===== config.mk =====
export PLATFORM = sky130hd
export DESIGN_NAME = hex_record_parser
export DESIGN_NICKNAME = d
export VERILOG_FILES = /design/src/rtl/hex_record_parser.sv
export SDC_FILE = /design/constraint.sdc
export NUM_CORES = 1
export LEC_CHECK = 0
export BUFFER_PORTS_ARGS = -buffer_cell sky130_fd_sc_hd__buf_2
export CAP_MARGIN = 20
export CORE_MARGIN = 8
export CORE_UTILIZATION = 60
export DETAILED_ROUTE_END_ITERATION = 6
export PLACE_DENSITY = 0.8
export SYNTH_ARGS = -nofsm -noshare
export SYNTH_HDL_FRONTEND = slang
export SYNTH_SLANG_ARGS = --single-unit

===== constraint.sdc =====
create_clock -name CLK -period 5.3 [get_ports CLK]
set_clock_uncertainty 0.05 [all_clocks]
set_input_delay 1.06 -clock CLK [delete_from_list [all_inputs] [get_ports CLK]]
set_output_delay 1.06 -clock CLK [all_outputs]
set_load 0.01 [all_outputs]

===== src/rtl/hex_record_parser.sv =====
// hex_record_parser: Intel-HEX character stream parser.
// Takes one ASCII character per accepted cycle, assembles records
// (start code, count, address, type, data, checksum), emits type-00 data
// bytes with absolute addresses over a valid/ready handshake, and reports
// record completion, errors and end-of-file.
//
// Ports:
//   CLK         system clock, rising edge
//   RESET_N     asynchronous reset, active-low
//   CHAR        ASCII character in
//   CHAR_VALID  CHAR is valid this cycle
//   CHAR_READY  parser accepts CHAR this cycle (combinational)
//   DATA        decoded data byte
//   ADDR        absolute address of DATA
//   DATA_VALID  DATA/ADDR valid, held until DATA_READY
//   DATA_READY  consumer accepts DATA
//   REC_DONE    one-cycle pulse at the end of every record
//   REC_ERR     qualifies REC_DONE: checksum or format error
//   EOF         sticky, set by a good type-01 record
module hex_record_parser #(
  parameter int unsigned ADDR_W   = 16,
  parameter bit          LOWER_OK = 1'b1
) (
  input  logic              CLK,
  input  logic              RESET_N,
  input  logic [7:0]        CHAR,
  input  logic              CHAR_VALID,
  output logic              CHAR_READY,
  output logic [7:0]        DATA,
  output logic [ADDR_W-1:0] ADDR,
  output logic              DATA_VALID,
  input  logic              DATA_READY,
  output logic              REC_DONE,
  output logic              REC_ERR,
  output logic              EOF
);

  // Upper address register is kept at least one bit wide so ADDR_W=16 elaborates.
  localparam int unsigned UPPER_W = (ADDR_W > 16) ? ADDR_W - 16 : 1;

  typedef enum logic [2:0] {
    S_IDLE,
    S_COUNT,
    S_ADDR,
    S_TYPE,
    S_DATA,
    S_CSUM
  } state_t;

  state_t              r_state, w_state_nxt;
  logic                r_have_hi, w_have_hi_nxt;
  logic [3:0]          r_hi, w_hi_nxt;
  logic [7:0]          r_count, w_count_nxt;
  logic                r_bsel, w_bsel_nxt;
  logic [15:0]         r_rec_addr, w_rec_addr_nxt;
  logic [7:0]          r_type, w_type_nxt;
  logic [7:0]          r_idx, w_idx_nxt;
  logic [7:0]          r_sum, w_sum_nxt;
  logic                r_fmt_err, w_fmt_err_nxt;
  logic [15:0]         r_d04, w_d04_nxt;
  logic [UPPER_W-1:0]  r_upper, w_upper_nxt;
  logic [7:0]          r_data, w_data_nxt;
  logic [ADDR_W-1:0]   r_addr, w_addr_nxt;
  logic                r_data_valid, w_data_valid_nxt;
  logic                r_rec_done, w_rec_done_nxt;
  logic                r_rec_err, w_rec_err_nxt;
  logic                r_eof, w_eof_nxt;

  logic                w_accept;
  logic                w_is_hex;
  logic                w_is_colon;
  logic [3:0]          w_nib;
  logic [7:0]          w_byte;
  logic [7:0]          w_sum_add;
  logic [15:0]         w_low_addr;

  // Input stalls only while an emitted byte is waiting for the consumer.
  assign CHAR_READY = !(r_data_valid && !DATA_READY);
  assign w_accept   = CHAR_VALID && CHAR_READY;
  assign w_is_colon = (CHAR == 8'h3A);
  assign w_byte     = {r_hi, w_nib};
  assign w_sum_add  = 8'(r_sum + w_byte);
  assign w_low_addr = 16'(r_rec_addr + {8'h00, r_idx});

  assign DATA       = r_data;
  assign ADDR       = r_addr;
  assign DATA_VALID = r_data_valid;
  assign REC_DONE   = r_rec_done;
  assign REC_ERR    = r_rec_err;
  assign EOF        = r_eof;

  // ASCII hex digit decode.
  always_comb begin
    w_is_hex = 1'b0;
    w_nib    = 4'h0;
    if (CHAR >= 8'h30 && CHAR <= 8'h39) begin
      w_is_hex = 1'b1;
      w_nib    = 4'(CHAR - 8'h30);
    end else if (CHAR >= 8'h41 && CHAR <= 8'h46) begin
      w_is_hex = 1'b1;
      w_nib    = 4'(CHAR - 8'h37);
    end else if (LOWER_OK && CHAR >= 8'h61 && CHAR <= 8'h66) begin
      w_is_hex = 1'b1;
      w_nib    = 4'(CHAR - 8'h57);
    end
  end

  // State register.
  always_ff @(posedge CLK or negedge RESET_N) begin
    if (!RESET_N) begin
      r_state <= S_IDLE;
    end else begin
      r_state <= w_state_nxt;
    end
  end

  // Next-state, datapath and output decisions.
  always_comb begin
    w_state_nxt      = r_state;
    w_have_hi_nxt    = r_have_hi;
    w_hi_nxt         = r_hi;
    w_count_nxt      = r_count;
    w_bsel_nxt       = r_bsel;
    w_rec_addr_nxt   = r_rec_addr;
    w_type_nxt       = r_type;
    w_idx_nxt        = r_idx;
    w_sum_nxt        = r_sum;
    w_fmt_err_nxt    = r_fmt_err;
    w_d04_nxt        = r_d04;
    w_upper_nxt      = r_upper;
    w_data_nxt       = r_data;
    w_addr_nxt       = r_addr;
    w_data_valid_nxt = r_data_valid && !DATA_READY;
    w_rec_done_nxt   = 1'b0;
    w_rec_err_nxt    = 1'b0;
    w_eof_nxt        = r_eof;

    if (w_accept) begin
      if (w_is_colon) begin
        // A start code always begins a new record; mid-record it aborts the old one.
        if (r_state != S_IDLE) begin
          w_rec_done_nxt = 1'b1;
          w_rec_err_nxt  = 1'b1;
        end
        w_state_nxt   = S_COUNT;
        w_sum_nxt     = 8'h00;
        w_eof_nxt     = 1'b0;
        w_have_hi_nxt = 1'b0;
        w_fmt_err_nxt = 1'b0;
      end else if (r_state != S_IDLE) begin
        if (!w_is_hex) begin
          w_rec_done_nxt = 1'b1;
          w_rec_err_nxt  = 1'b1;
          w_state_nxt    = S_IDLE;
          w_have_hi_nxt  = 1'b0;
        end else if (!r_have_hi) begin
          w_hi_nxt      = w_nib;
          w_have_hi_nxt = 1'b1;
        end else begin
          w_have_hi_nxt = 1'b0;
          w_sum_nxt     = w_sum_add;
          case (r_state)
            S_COUNT: begin
              w_count_nxt = w_byte;
              w_bsel_nxt  = 1'b0;
              w_state_nxt = S_ADDR;
            end
            S_ADDR: begin
              if (!r_bsel) begin
                w_rec_addr_nxt = {w_byte, r_rec_addr[7:0]};
                w_bsel_nxt     = 1'b1;
              end else begin
                w_rec_addr_nxt = {r_rec_addr[15:8], w_byte};
                w_state_nxt    = S_TYPE;
              end
            end
            S_TYPE: begin
              w_type_nxt = w_byte;
              w_idx_nxt  = 8'h00;
              if ((w_byte == 8'h01 && r_count != 8'h00) ||
                  (w_byte == 8'h04 && r_count != 8'h02)) begin
                w_fmt_err_nxt = 1'b1;
              end
              w_state_nxt = (r_count == 8'h00) ? S_CSUM : S_DATA;
            end
            S_DATA: begin
              if (r_type == 8'h00) begin
                w_data_nxt       = w_byte;
                w_addr_nxt       = ADDR_W'({r_upper, w_low_addr});
                w_data_valid_nxt = 1'b1;
              end
              if (r_idx == 8'h00) begin
                w_d04_nxt = {w_byte, r_d04[7:0]};
              end else if (r_idx == 8'h01) begin
                w_d04_nxt = {r_d04[15:8], w_byte};
              end
              w_idx_nxt = 8'(r_idx + 8'd1);
              if (r_idx == 8'(r_count - 8'd1)) begin
                w_state_nxt = S_CSUM;
              end
            end
            S_CSUM: begin
              w_rec_done_nxt = 1'b1;
              w_rec_err_nxt  = (w_sum_add != 8'h00) || r_fmt_err;
              if (w_sum_add == 8'h00 && !r_fmt_err) begin
                if (r_type == 8'h01) begin
                  w_eof_nxt = 1'b1;
                end
                // Upper address changes only once the whole record checks out.
                if (r_type == 8'h04 && ADDR_W > 16) begin
                  w_upper_nxt = UPPER_W'(r_d04);
                end
              end
              w_state_nxt = S_IDLE;
            end
            default: begin
              w_state_nxt = S_IDLE;
            end
          endcase
        end
      end
    end
  end

  // Datapath and output registers.
  always_ff @(posedge CLK or negedge RESET_N) begin
    if (!RESET_N) begin
      r_have_hi    <= 1'b0;
      r_hi         <= 4'h0;
      r_count      <= 8'h00;
      r_bsel       <= 1'b0;
      r_rec_addr   <= 16'h0000;
      r_type       <= 8'h00;
      r_idx        <= 8'h00;
      r_sum        <= 8'h00;
      r_fmt_err    <= 1'b0;
      r_d04        <= 16'h0000;
      r_upper      <= '0;
      r_data       <= 8'h00;
      r_addr       <= '0;
      r_data_valid <= 1'b0;
      r_rec_done   <= 1'b0;
      r_rec_err    <= 1'b0;
      r_eof        <= 1'b0;
    end else begin
      r_have_hi    <= w_have_hi_nxt;
      r_hi         <= w_hi_nxt;
      r_count      <= w_count_nxt;
      r_bsel       <= w_bsel_nxt;
      r_rec_addr   <= w_rec_addr_nxt;
      r_type       <= w_type_nxt;
      r_idx        <= w_idx_nxt;
      r_sum        <= w_sum_nxt;
      r_fmt_err    <= w_fmt_err_nxt;
      r_d04        <= w_d04_nxt;
      r_upper      <= w_upper_nxt;
      r_data       <= w_data_nxt;
      r_addr       <= w_addr_nxt;
      r_data_valid <= w_data_valid_nxt;
      r_rec_done   <= w_rec_done_nxt;
      r_rec_err    <= w_rec_err_nxt;
      r_eof        <= w_eof_nxt;
    end
  end

endmodule


==> impl_metrics.json <==
{
  "outcome": "complete, no violations",
  "peakVddDrop_mv": 0.135,
  "fill_cells": 670,
  "grt_pass1_vias": 3963,
  "fin_nets": 578,
  "cts_setup_buffers": 0,
  "crit_path_end_kind": "register",
  "hold_viol_final": 0,
  "leakagePower_nw": 2.57,
  "clock_latency_ns": 0.36,
  "area_growth_pct": 9.26,
  "grt_first_pass_wirelength_mm": 19.6,
  "worst_pin_slew_ns": 0.973,
  "ctsHoldBuffers": 0,
  "drtPass1Iterations": 6,
  "vias_per_cell": 6.01,
  "worstHoldPathType": "reg -> reg",
  "yosys_warnings": 0,
  "dieHeight_um": 106,
  "dp_hpwl_mm": 8.55,
  "syn_nets": 545,
  "dp_cells": 636,
  "p_total_mw": 1.45,
  "wl_per_cell_um": 17.8,
  "drt_iter0_drc": 233,
  "grt_max_degree": 63,
  "die_area_um2": 11300,
  "io_buffers": 40,
  "crit_type": "in -> reg",
  "route.vias.total": 3921,
  "cp.required_ns": 5.50,
  "synthFlopType": "dfrtp_1",
  "p_per_area_nw_per_um2": 270,
  "num_io_pins": 41,
  "worst_ep_arrival_time_ns": 4.23,
  "yosysUniqueCellTypes": 65,
  "grt_overflow": 0,
  "dp_slack_ns": 0.931,
  "grt_usage_pct": 21.3,
  "rsz0062_at_grt": "false",
  "ys_ff_latch": 86,
  "max_freq_mhz": 248,
  "async_flop_share_pct": 100,
  "maxCapViolations": 0,
  "start_util_pct": 60.9,
  "clockBufferDepth": 2,
  "timing.final.ws_setup_ns": 1.27,
  "cts_tree": "built",
  "period_needed_ns": 4.03,
  "max-slew-margin-rel_pct": 34.5,
  "cts_sinks": 86,
  "critPathLaunchType": "primary input",
  "route.detailed.drc": 0,
  "row_count": 33,
  "netlist_instances": 509,
  "stdcell_area_um2": 5360,
  "synth-edff-count": 0,
  "postPlaceCellArea_um2": 5130,
  "antenna_found_initial": 0,
  "hold_slack_ns": 0.426,
  "slew_violations": 0,
  "fp.dieW_um": 106,
  "drive_gt1_share_pct": 18.3,
  "clk_pin_slew_ns": 0.09,
  "antenna_cells": 0,
  "final_core_util_pct": 66.6,
  "syn_area_per_cell_um2": 9.64,
  "cts_inserted_buffers": 9,
  "syn-cell-area_um2": 4910,
  "clock_tree.root_cell": "clkbuf_8",
  "ys_seq_area_share_pct": 43.9,
  "gp_congestion": 0.907,
  "cp_max_fo": 7,
  "wl_mm": 11.6,
  "cts_resized": 0,
  "coreArea_um2": 8050,
  "period_share_pct": 76.1,
  "final_cells": 652,
  "ant_nets": 0,
  "rrSetupSlack_ns": 2.45,
  "h-tree-depth": 3,
  "finalSetupTns_ns": 0,
  "setup_viol": 0
}
[cells by family (layout without fill, tap and decap cells)]
| group | Yosys count | in the layout | share of synthesized area (%) |
|---|---|---|---|
| compound gates | 119 | 119 | 16.5 |
| buf+inv | 40 | 78 | 4.18 |
| mux | 18 | 18 | 4.23 |
| fa+ha+maj | 24 | 24 | 6.43 |
| simple gates | 187 | 187 | 18.5 |
| xor+xnor | 35 | 35 | 6.25 |
| flops | 86 | 86 | 43.9 |
[cell usage in the layout, fill, tap and decap left out, types with 14 or more instances in the layout]
| cell | instances |
|---|---|
| xnor2_1 | 16 |
| nand2_1 | 81 |
| buf_2 | 39 |
| ha_1 | 22 |
| mux2_2 | 14 |
| xor2_1 | 19 |
| dfrtp_1 | 86 |
| o21ai_0 | 34 |
| o21ai_2 | 15 |
| nor2_1 | 35 |
| nand3_1 | 14 |
| inv_1 | 18 |
| a21oi_1 | 23 |
[synth_stat cells (3+ instances only)]
cell / instances / area (um2)
dfrtp_1: 86 / 2150
nand2_1: 81 / 304
nor2_1: 35 / 131
o21ai_0: 34 / 170
a21oi_1: 23 / 115
ha_1: 22 / 275
xor2_1: 19 / 166
inv_1: 18 / 67.6
xnor2_1: 16 / 140
o21ai_2: 15 / 131
mux2_2: 14 / 158
nand3_1: 14 / 70.1
clkbuf_1: 11 / 41.3
nor3_1: 9 / 45.0
buf_6: 7 / 78.8
nand4_1: 7 / 43.8
a22o_1: 5 / 43.8
nor2b_1: 5 / 31.3
nor4_1: 5 / 31.3
o21ai_1: 5 / 25.0
a21o_1: 4 / 30.0
nand2b_1: 4 / 25.0
and2_1: 3 / 18.8
and3_1: 3 / 18.8
o211ai_1: 3 / 22.5
o21bai_1: 3 / 22.5
o31ai_1: 3 / 22.5
[worst max-delay path: stages]
cell	delay [ns]
buf_2	0.12
inv_1	0.09
ha_1	0.26
o21bai_1	0.14
a21o_1	0.28
o21ai_0	0.45
inv_1	0.27
fa_1	0.48
nor2b_1	0.17
o31a_1	0.18
or4b_2	0.14
o311a_1	0.19
nand3_1	0.11
o31a_1	0.28
[path summary, 6_finish.rpt]
| path | to | depth (start not counted) | startpoint |
|---|---|---|---|
| max | REC_ERR$_DFF_PN0_ | 14 | CHAR[1] |
| min | ADDR[12]$_DFFE_PN0P_ | 2 | ADDR[12]$_DFFE_PN0P_ |
| max reg2reg | DATA[0]$_DFFE_PN0P_ | 6 | DATA_VALID$_DFF_PN0_ |
| min reg2reg | ADDR[12]$_DFFE_PN0P_ | 2 | ADDR[12]$_DFFE_PN0P_ |
| max in group asynchronous | r_sum[0]$_DFFE_PN0P_ | 2 | RESET_N |
| min in group asynchronous | ADDR[3]$_DFFE_PN0P_ | 1 | RESET_N |
[state kept, by name, indices dropped and copies added, names as in the netlist]
name        cells
ADDR           16
DATA            8
DATA_VALID      1
EOF             1
REC_DONE        1
REC_ERR         1
r_bsel          1
r_count         8
r_fmt_err       1
r_have_hi       1
r_hi            4
r_idx           8
r_rec_addr     16
r_state         3
r_sum           8
r_type          8
[area by class of cell]
class	count	area [um2]	area share, %
multi-input cells	383	2550	47.6
flip-flops and latches	86	2150	40.1
repair buffers	44	233	4.34
well taps	105	131	2.45
clock buffers	9	124	2.31
clock inverters	7	103	1.91
inverters	18	67.6	1.26
[power by group]
part	leakage, nW	switching [mW]	internal, mW
Clock	0.116	0.249	0.272
Sequential	1.18	0.0475	0.678
Combinational	1.27	0.120	0.0802
[layer usage]
layer	global-route usage [%]	vias to the layer above	part of all wire (%)	routed length [um]
li1	-	1865	-	-
met1	26.0	1878	42	4830
met2	35.4	146	49	5670
met3	4.60	32	6.9	799
met4	9.95	0	2.8	328
met5	0	-	0	0
Power figures use the tool's default switching activity.
